### src/rtl/enemy_hit_sched.sv
// enemy_hit_sched
//   Shares one missile-vs-enemy bounding-box comparator among N enemies.
//   A scan runs once per frame_tick while a missile is in flight. It walks
//   the enemies in index order and kills the first alive enemy the missile
//   overlaps. At most one enemy dies per scan. The block also keeps the
//   per-enemy alive mask for the draw chain.
//
// Ports
//   pclk, rst                  pixel clock; async active-high reset
//   frame_tick                 one-cycle pulse that starts a scan (needs on_missile)
//   level_change               one-cycle pulse that revives all enemies and aborts a scan
//   on_missile                 missile in flight
//   xpos_missile, ypos_missile missile position
//   xpos_enemies               packed enemy centres, enemy k in [11k+10:11k]
//   ypos_enemies               packed enemy top edges, same packing
//   alive                      bit k set while enemy k is drawn
//   hit, missile_kill          coincident one-cycle pulses on a kill
//   hit_idx                    index of the last enemy killed; held between kills
//   level_clear                one-cycle pulse when the last alive enemy dies
//   busy                       scan in progress (registered copy of the state)
module enemy_hit_sched #(
  parameter int N                = 8,
  parameter int HALF_WIDTH_ENEMY = 25,
  parameter int HEIGHT_ENEMY     = 50,
  localparam int IW              = (N > 1) ? $clog2(N) : 1
) (
  input  logic            pclk,
  input  logic            rst,
  input  logic            frame_tick,
  input  logic            level_change,
  input  logic            on_missile,
  input  logic [10:0]     xpos_missile,
  input  logic [10:0]     ypos_missile,
  input  logic [11*N-1:0] xpos_enemies,
  input  logic [11*N-1:0] ypos_enemies,
  output logic [N-1:0]    alive,
  output logic            hit,
  output logic [IW-1:0]   hit_idx,
  output logic            missile_kill,
  output logic            level_clear,
  output logic            busy
);

  typedef enum logic [1:0] {IDLE, SCAN, DONE} state_t;

  localparam logic [IW-1:0] LAST = IW'(N - 1);
  localparam logic [11:0]   HW12 = 12'(HALF_WIDTH_ENEMY);
  localparam logic [11:0]   HH12 = 12'(HEIGHT_ENEMY);

  state_t          state, state_nx;
  logic [IW-1:0]   idx;
  logic            clear_done;

  logic [10:0]     xe_arr [N];
  logic [10:0]     ye_arr [N];

  for (genvar g = 0; g < N; g++) begin : g_unpack
    assign xe_arr[g] = xpos_enemies[11*g +: 11];
    assign ye_arr[g] = ypos_enemies[11*g +: 11];
  end

  // The shared comparator sees only the enemy selected by idx. All operands
  // are widened to 12 bits and the half-width is added on whichever side
  // would otherwise need a subtraction. This avoids wrap-around near x = 0.
  logic [11:0] xm12, ym12, xe12, ye12;
  logic        overlap, cand;

  always_comb begin
    xm12    = {1'b0, xpos_missile};
    ym12    = {1'b0, ypos_missile};
    xe12    = {1'b0, xe_arr[idx]};
    ye12    = {1'b0, ye_arr[idx]};
    overlap = (xm12 + HW12 >= xe12) && (xm12 <= xe12 + HW12) &&
              (ym12 >= ye12)        && (ym12 <= ye12 + HH12);
    cand    = alive[idx] && overlap;
  end

  // FSM state register
  always_ff @(posedge pclk or posedge rst) begin
    if (rst) state <= IDLE;
    else     state <= state_nx;
  end

  // FSM next state. level_change overrides everything, including a tick.
  always_comb begin
    state_nx = state;
    if (level_change) begin
      state_nx = IDLE;
    end else begin
      case (state)
        IDLE:    if (frame_tick && on_missile) state_nx = SCAN;
        SCAN:    if (cand || idx == LAST)      state_nx = DONE;
        DONE:    state_nx = IDLE;
        default: state_nx = IDLE;
      endcase
    end
  end

  // Datapath and registered outputs
  always_ff @(posedge pclk or posedge rst) begin
    if (rst) begin
      idx          <= '0;
      alive        <= '1;
      hit          <= 1'b0;
      hit_idx      <= '0;
      missile_kill <= 1'b0;
      level_clear  <= 1'b0;
      busy         <= 1'b0;
      clear_done   <= 1'b0;
    end else begin
      hit          <= 1'b0;
      missile_kill <= 1'b0;
      level_clear  <= 1'b0;
      busy         <= (state != IDLE);
      if (level_change) begin
        alive      <= '1;
        clear_done <= 1'b0;
        idx        <= '0;
      end else begin
        case (state)
          IDLE: if (frame_tick && on_missile) idx <= '0;
          SCAN: begin
            if (cand) begin
              alive[idx]   <= 1'b0;
              hit_idx      <= idx;
              hit          <= 1'b1;
              missile_kill <= 1'b1;
            end else if (idx != LAST) begin
              idx <= idx + IW'(1);
            end
          end
          DONE: begin
            // The kill has already landed in alive, so an empty mask here
            // means this scan took the last enemy. clear_done stops a repeat
            // pulse on later empty scans until the next revive.
            if (alive == '0 && !clear_done) begin
              level_clear <= 1'b1;
              clear_done  <= 1'b1;
            end
          end
          default: ;
        endcase
      end
    end
  end

endmodule

### config.mk
export PLATFORM = sky130hd
export DESIGN_NAME = enemy_hit_sched
export DESIGN_NICKNAME = d
export VERILOG_FILES = /design/src/rtl/enemy_hit_sched.sv
export SDC_FILE = /design/constraint.sdc
export NUM_CORES = 1
export LEC_CHECK = 0
export ABC_AREA = 1
export BUFFER_PORTS_ARGS = -buffer_cell sky130_fd_sc_hd__buf_2
export CAP_MARGIN = 25
export CELL_PAD_IN_SITES_DETAIL_PLACEMENT = 1
export CELL_PAD_IN_SITES_GLOBAL_PLACEMENT = 2
export CORE_ASPECT_RATIO = 0.5
export CORE_UTILIZATION = 24
export CTS_CLUSTER_DIAMETER = 80
export DETAILED_ROUTE_END_ITERATION = 8
export PLACE_DENSITY_LB_ADDON = 0.12
export RECOVER_POWER = 50
export SYNTH_ARGS = -nofsm -noshare
export SYNTH_HDL_FRONTEND = slang
export SYNTH_SLANG_ARGS = --single-unit
### constraint.sdc
create_clock -name pclk -period 7.1 [get_ports pclk]
set_input_delay 1.065 -clock pclk [delete_from_list [all_inputs] [get_ports pclk]]
set_output_delay 1.065 -clock pclk [all_outputs]
set_load 0.01 [all_outputs]
==> impl_metrics.env <==
export IMPL_slew_headroom=0.453
export IMPL_track_usage=0.186
export IMPL_wl_per_cell_um=14.8
export IMPL_hold_start="clear_done$_DFFE_PP0P_"
export IMPL_ir_worst_vdd_uv=122
export IMPL_hold_depth=1
export IMPL_slowest_stage="dfrtp_2"
export IMPL_ctsRootBufferMaster="clkbuf_16"
export IMPL_final_common_cell="nand2_1"
export IMPL_reg2regPathDepth=21
export IMPL_hp_class="flop to flop"
export IMPL_r2r_end="idx[0]$_DFFE_PP0P_"
export IMPL_place_congestion=0.820
export IMPL_clock_sinks=20
export IMPL_drtIter0Drc=162
export IMPL_drtPass1Iterations=4
export IMPL_path_common_cell="nand2_1"
export IMPL_grt_setup_unrepaired="no"
export IMPL_ys_warn_count=0
export IMPL_dp_hpwl_um=14900
export IMPL_cp_max_fo=52
export IMPL_min_to="level_clear$_DFF_PP0_"
export IMPL_post_route_period_util=0.638
export IMPL_fin_setup_tns_ps=0
export IMPL_nNetsFinal=1249
export IMPL_grt_pass1_vias=5834
export IMPL_io_pins=218
export IMPL_syn2layout_area_growth_pct=28.2
export IMPL_slowest_delay_ps=720
export IMPL_hold_buffers=0
export IMPL_postCtsSetupRepairBufs=0
export IMPL_fillers=2466
export IMPL_final_antenna_net_count=0
export IMPL_critPathArrivalTime_ps=4710
export IMPL_viasPerCell=4.62
export IMPL_drcViolationCount=0
export IMPL_core_mm2=0.0178
export IMPL_ys_seq_area_frac=0.114
export IMPL_cts_buffers=3
export IMPL_post_dp_cell_area_mm2=0.00566
export IMPL_final_core_util=0.323
export IMPL_outcome="completed"
export IMPL_tightest_slew_ps=819
export IMPL_cellPowerDensity_mw_per_mm2=110
export IMPL_fin_ws_ps=2570
export IMPL_period_needed_ps=4530
export IMPL_leakage_uw=0.00340
export IMPL_design_area_mm2=0.00576
export IMPL_grt_max_degree=83
export IMPL_ys_seq_elements=20
export IMPL_slew_viol_final=0
export IMPL_port_buffers=217
export IMPL_die_y_um=98.8
export IMPL_antenna_found_initial=0
export IMPL_clock_skew_ps=3.15
export IMPL_clk_path_buf_depth=2
export IMPL_reg2reg_slack_ps=2570
export IMPL_synth_cell_area_mm2=0.00449
export IMPL_antennaDiodeCount=0
export IMPL_insertion_delay_ps=250
export IMPL_maxCapViolations=0
export IMPL_die_area_mm2=0.0193
export IMPL_regToRegStartpoint="idx[0]$_DFFE_PP0P_"
export IMPL_start_kind="flop"
export IMPL_syn_num_nets=1055
export IMPL_start_util=0.252
export IMPL_htree_levels=1
export IMPL_synth_area_per_cell_um2=5.59
export IMPL_synth_cell_types=35
export IMPL_worst_setup_path_type="flop to flop"
export IMPL_syn_inst=804
export IMPL_setup_violations=0
export IMPL_rows=34
export IMPL_routed_wl_um=18200
export IMPL_critPathCaptureType="flop"
export IMPL_max_freq_mhz=221
export IMPL_overflow=0
export IMPL_path_clk_slew_ps=60
export IMPL_final_hold_viol_count=0
export IMPL_vias=5685
export IMPL_crit_chain="buf_4 > nand2_1 > a21oi_1 > o21ai_0 > nand2_1 > ha_1 > nand2_1 > nand2_1 > o21ai_0 > nor3_1 > nand3_1 > xor2_1 > ha_1 > nand3_1 > nor4_1 > a21oi_1 > nand2_1 > nand4_4 > nand2_1 > nand2_1 > nand2_1"
export IMPL_ctsResizeCount=0
export IMPL_drive_above_1_share=0.252
export IMPL_grt_pass1_wl_um=29200
export IMPL_die_w_um=196
export IMPL_p_total_uw=634
export IMPL_final_cell_mix="nand2_1, buf_2, inv_1"
export IMPL_place_ws_ps=2520
export IMPL_tritoncts="yes"
export IMPL_critPathRequiredTime_ps=7280
power breakdown:
group	total (uW)	internal, uW	switching (uW)
logic	353	144	210
registers	122	117	5.16
clock network	159	112	46.7
cells by family after synthesis:
| logic type | count (synthesis) | share of synthesized area |
|---|---|---|
| xor gates and xnor gates | 23 | 0.0448 |
| AOI/OAI and AO/OA | 117 | 0.148 |
| DFF | 20 | 0.114 |
| and+or+nand+nor | 468 | 0.424 |
| buffers and inverters | 128 | 0.136 |
| adders and majority gates | 48 | 0.134 |
synthesized netlist by cell type (all sizes together):
| library cell | n | area [um2] |
|---|---|---|
| a211oi | 2 | 15.0 |
| a21oi | 59 | 295 |
| a22oi | 1 | 7.51 |
| and3b | 1 | 8.76 |
| buf | 29 | 235 |
| clkbuf | 4 | 15.0 |
| dfrtp | 12 | 300 |
| dfstp | 8 | 210 |
| ha | 48 | 601 |
| inv | 95 | 362 |
| nand2 | 379 | 1440 |
| nand3 | 26 | 145 |
| nand4 | 14 | 103 |
| nor2 | 39 | 151 |
| nor3 | 5 | 36.3 |
| nor4 | 4 | 25.0 |
| o2111ai | 3 | 26.3 |
| o21a | 2 | 15.0 |
| o21ai | 36 | 180 |
| o21bai | 11 | 105 |
| o22ai | 2 | 12.5 |
| o31ai | 1 | 7.51 |
| xnor2 | 4 | 35.0 |
| xor2 | 19 | 166 |
critical path, delay by kind of cell (launching register included):
| kind | cells | cell delay [ps] |
|---|---|---|
| DFF | 1 | 720 |
| and+or+nand+nor | 13 | 1960 |
| adders and majority gates | 2 | 520 |
| xor gates and xnor gates | 1 | 160 |
| buffers and inverters | 1 | 570 |
| AOI/OAI and AO/OA | 4 | 480 |
metal layers:
layer	share of wire	track usage	up-vias
met1	0.49	0.251	2665
met5	0	0	-
met3	0.028	0.0171	6
met2	0.48	0.337	89
met4	0.0044	0.00666	0
li1	-	-	2925
sequential cells by signal, indices dropped and copies added (netlist names):
| name | flops |
|---|---|
| missile_kill | 1 |
| level_clear | 1 |
| hit_idx | 3 |
| alive | 8 |
| busy | 1 |
| clear_done | 1 |
| idx | 3 |
| state | 2 |
how the worst max path moves through the flow:
stage	from	end	slack, ps
floorplan	xpos_enemies[55]	alive[0]$_DFFE_PP1P_	3490
global placement	idx[0]$_DFFE_PP0P_	idx[0]$_DFFE_PP0P_	2680
detailed placement	idx[0]$_DFFE_PP0P_	idx[0]$_DFFE_PP0P_	2520
CTS	idx[0]$_DFFE_PP0P_	idx[0]$_DFFE_PP0P_	2500
global route	idx[0]$_DFFE_PP0P_	idx[2]$_DFFE_PP0P_	2090
finish	idx[0]$_DFFE_PP0P_	idx[0]$_DFFE_PP0P_	2570
area by class of cell:
type,count,area [um2],share of cell area
Multi-Input combinational cell,656,3370,0.585
Timing Repair Buffer,222,1120,0.194
Sequential cell,20,513,0.0891
Inverter,95,362,0.0628
Tap cell,234,293,0.0508
Clock buffer,3,75.1,0.0130
Clock inverter,1,30.0,0.00521
per-stage QoR:
stage	instances	hold slack (ps)
global placement	1227	446
global route	1231	475
CTS	1231	457
detailed placement	1227	444
floorplan	804	416
finish	1231	454
No activity file was read; power rests on OpenSTA's default activity.
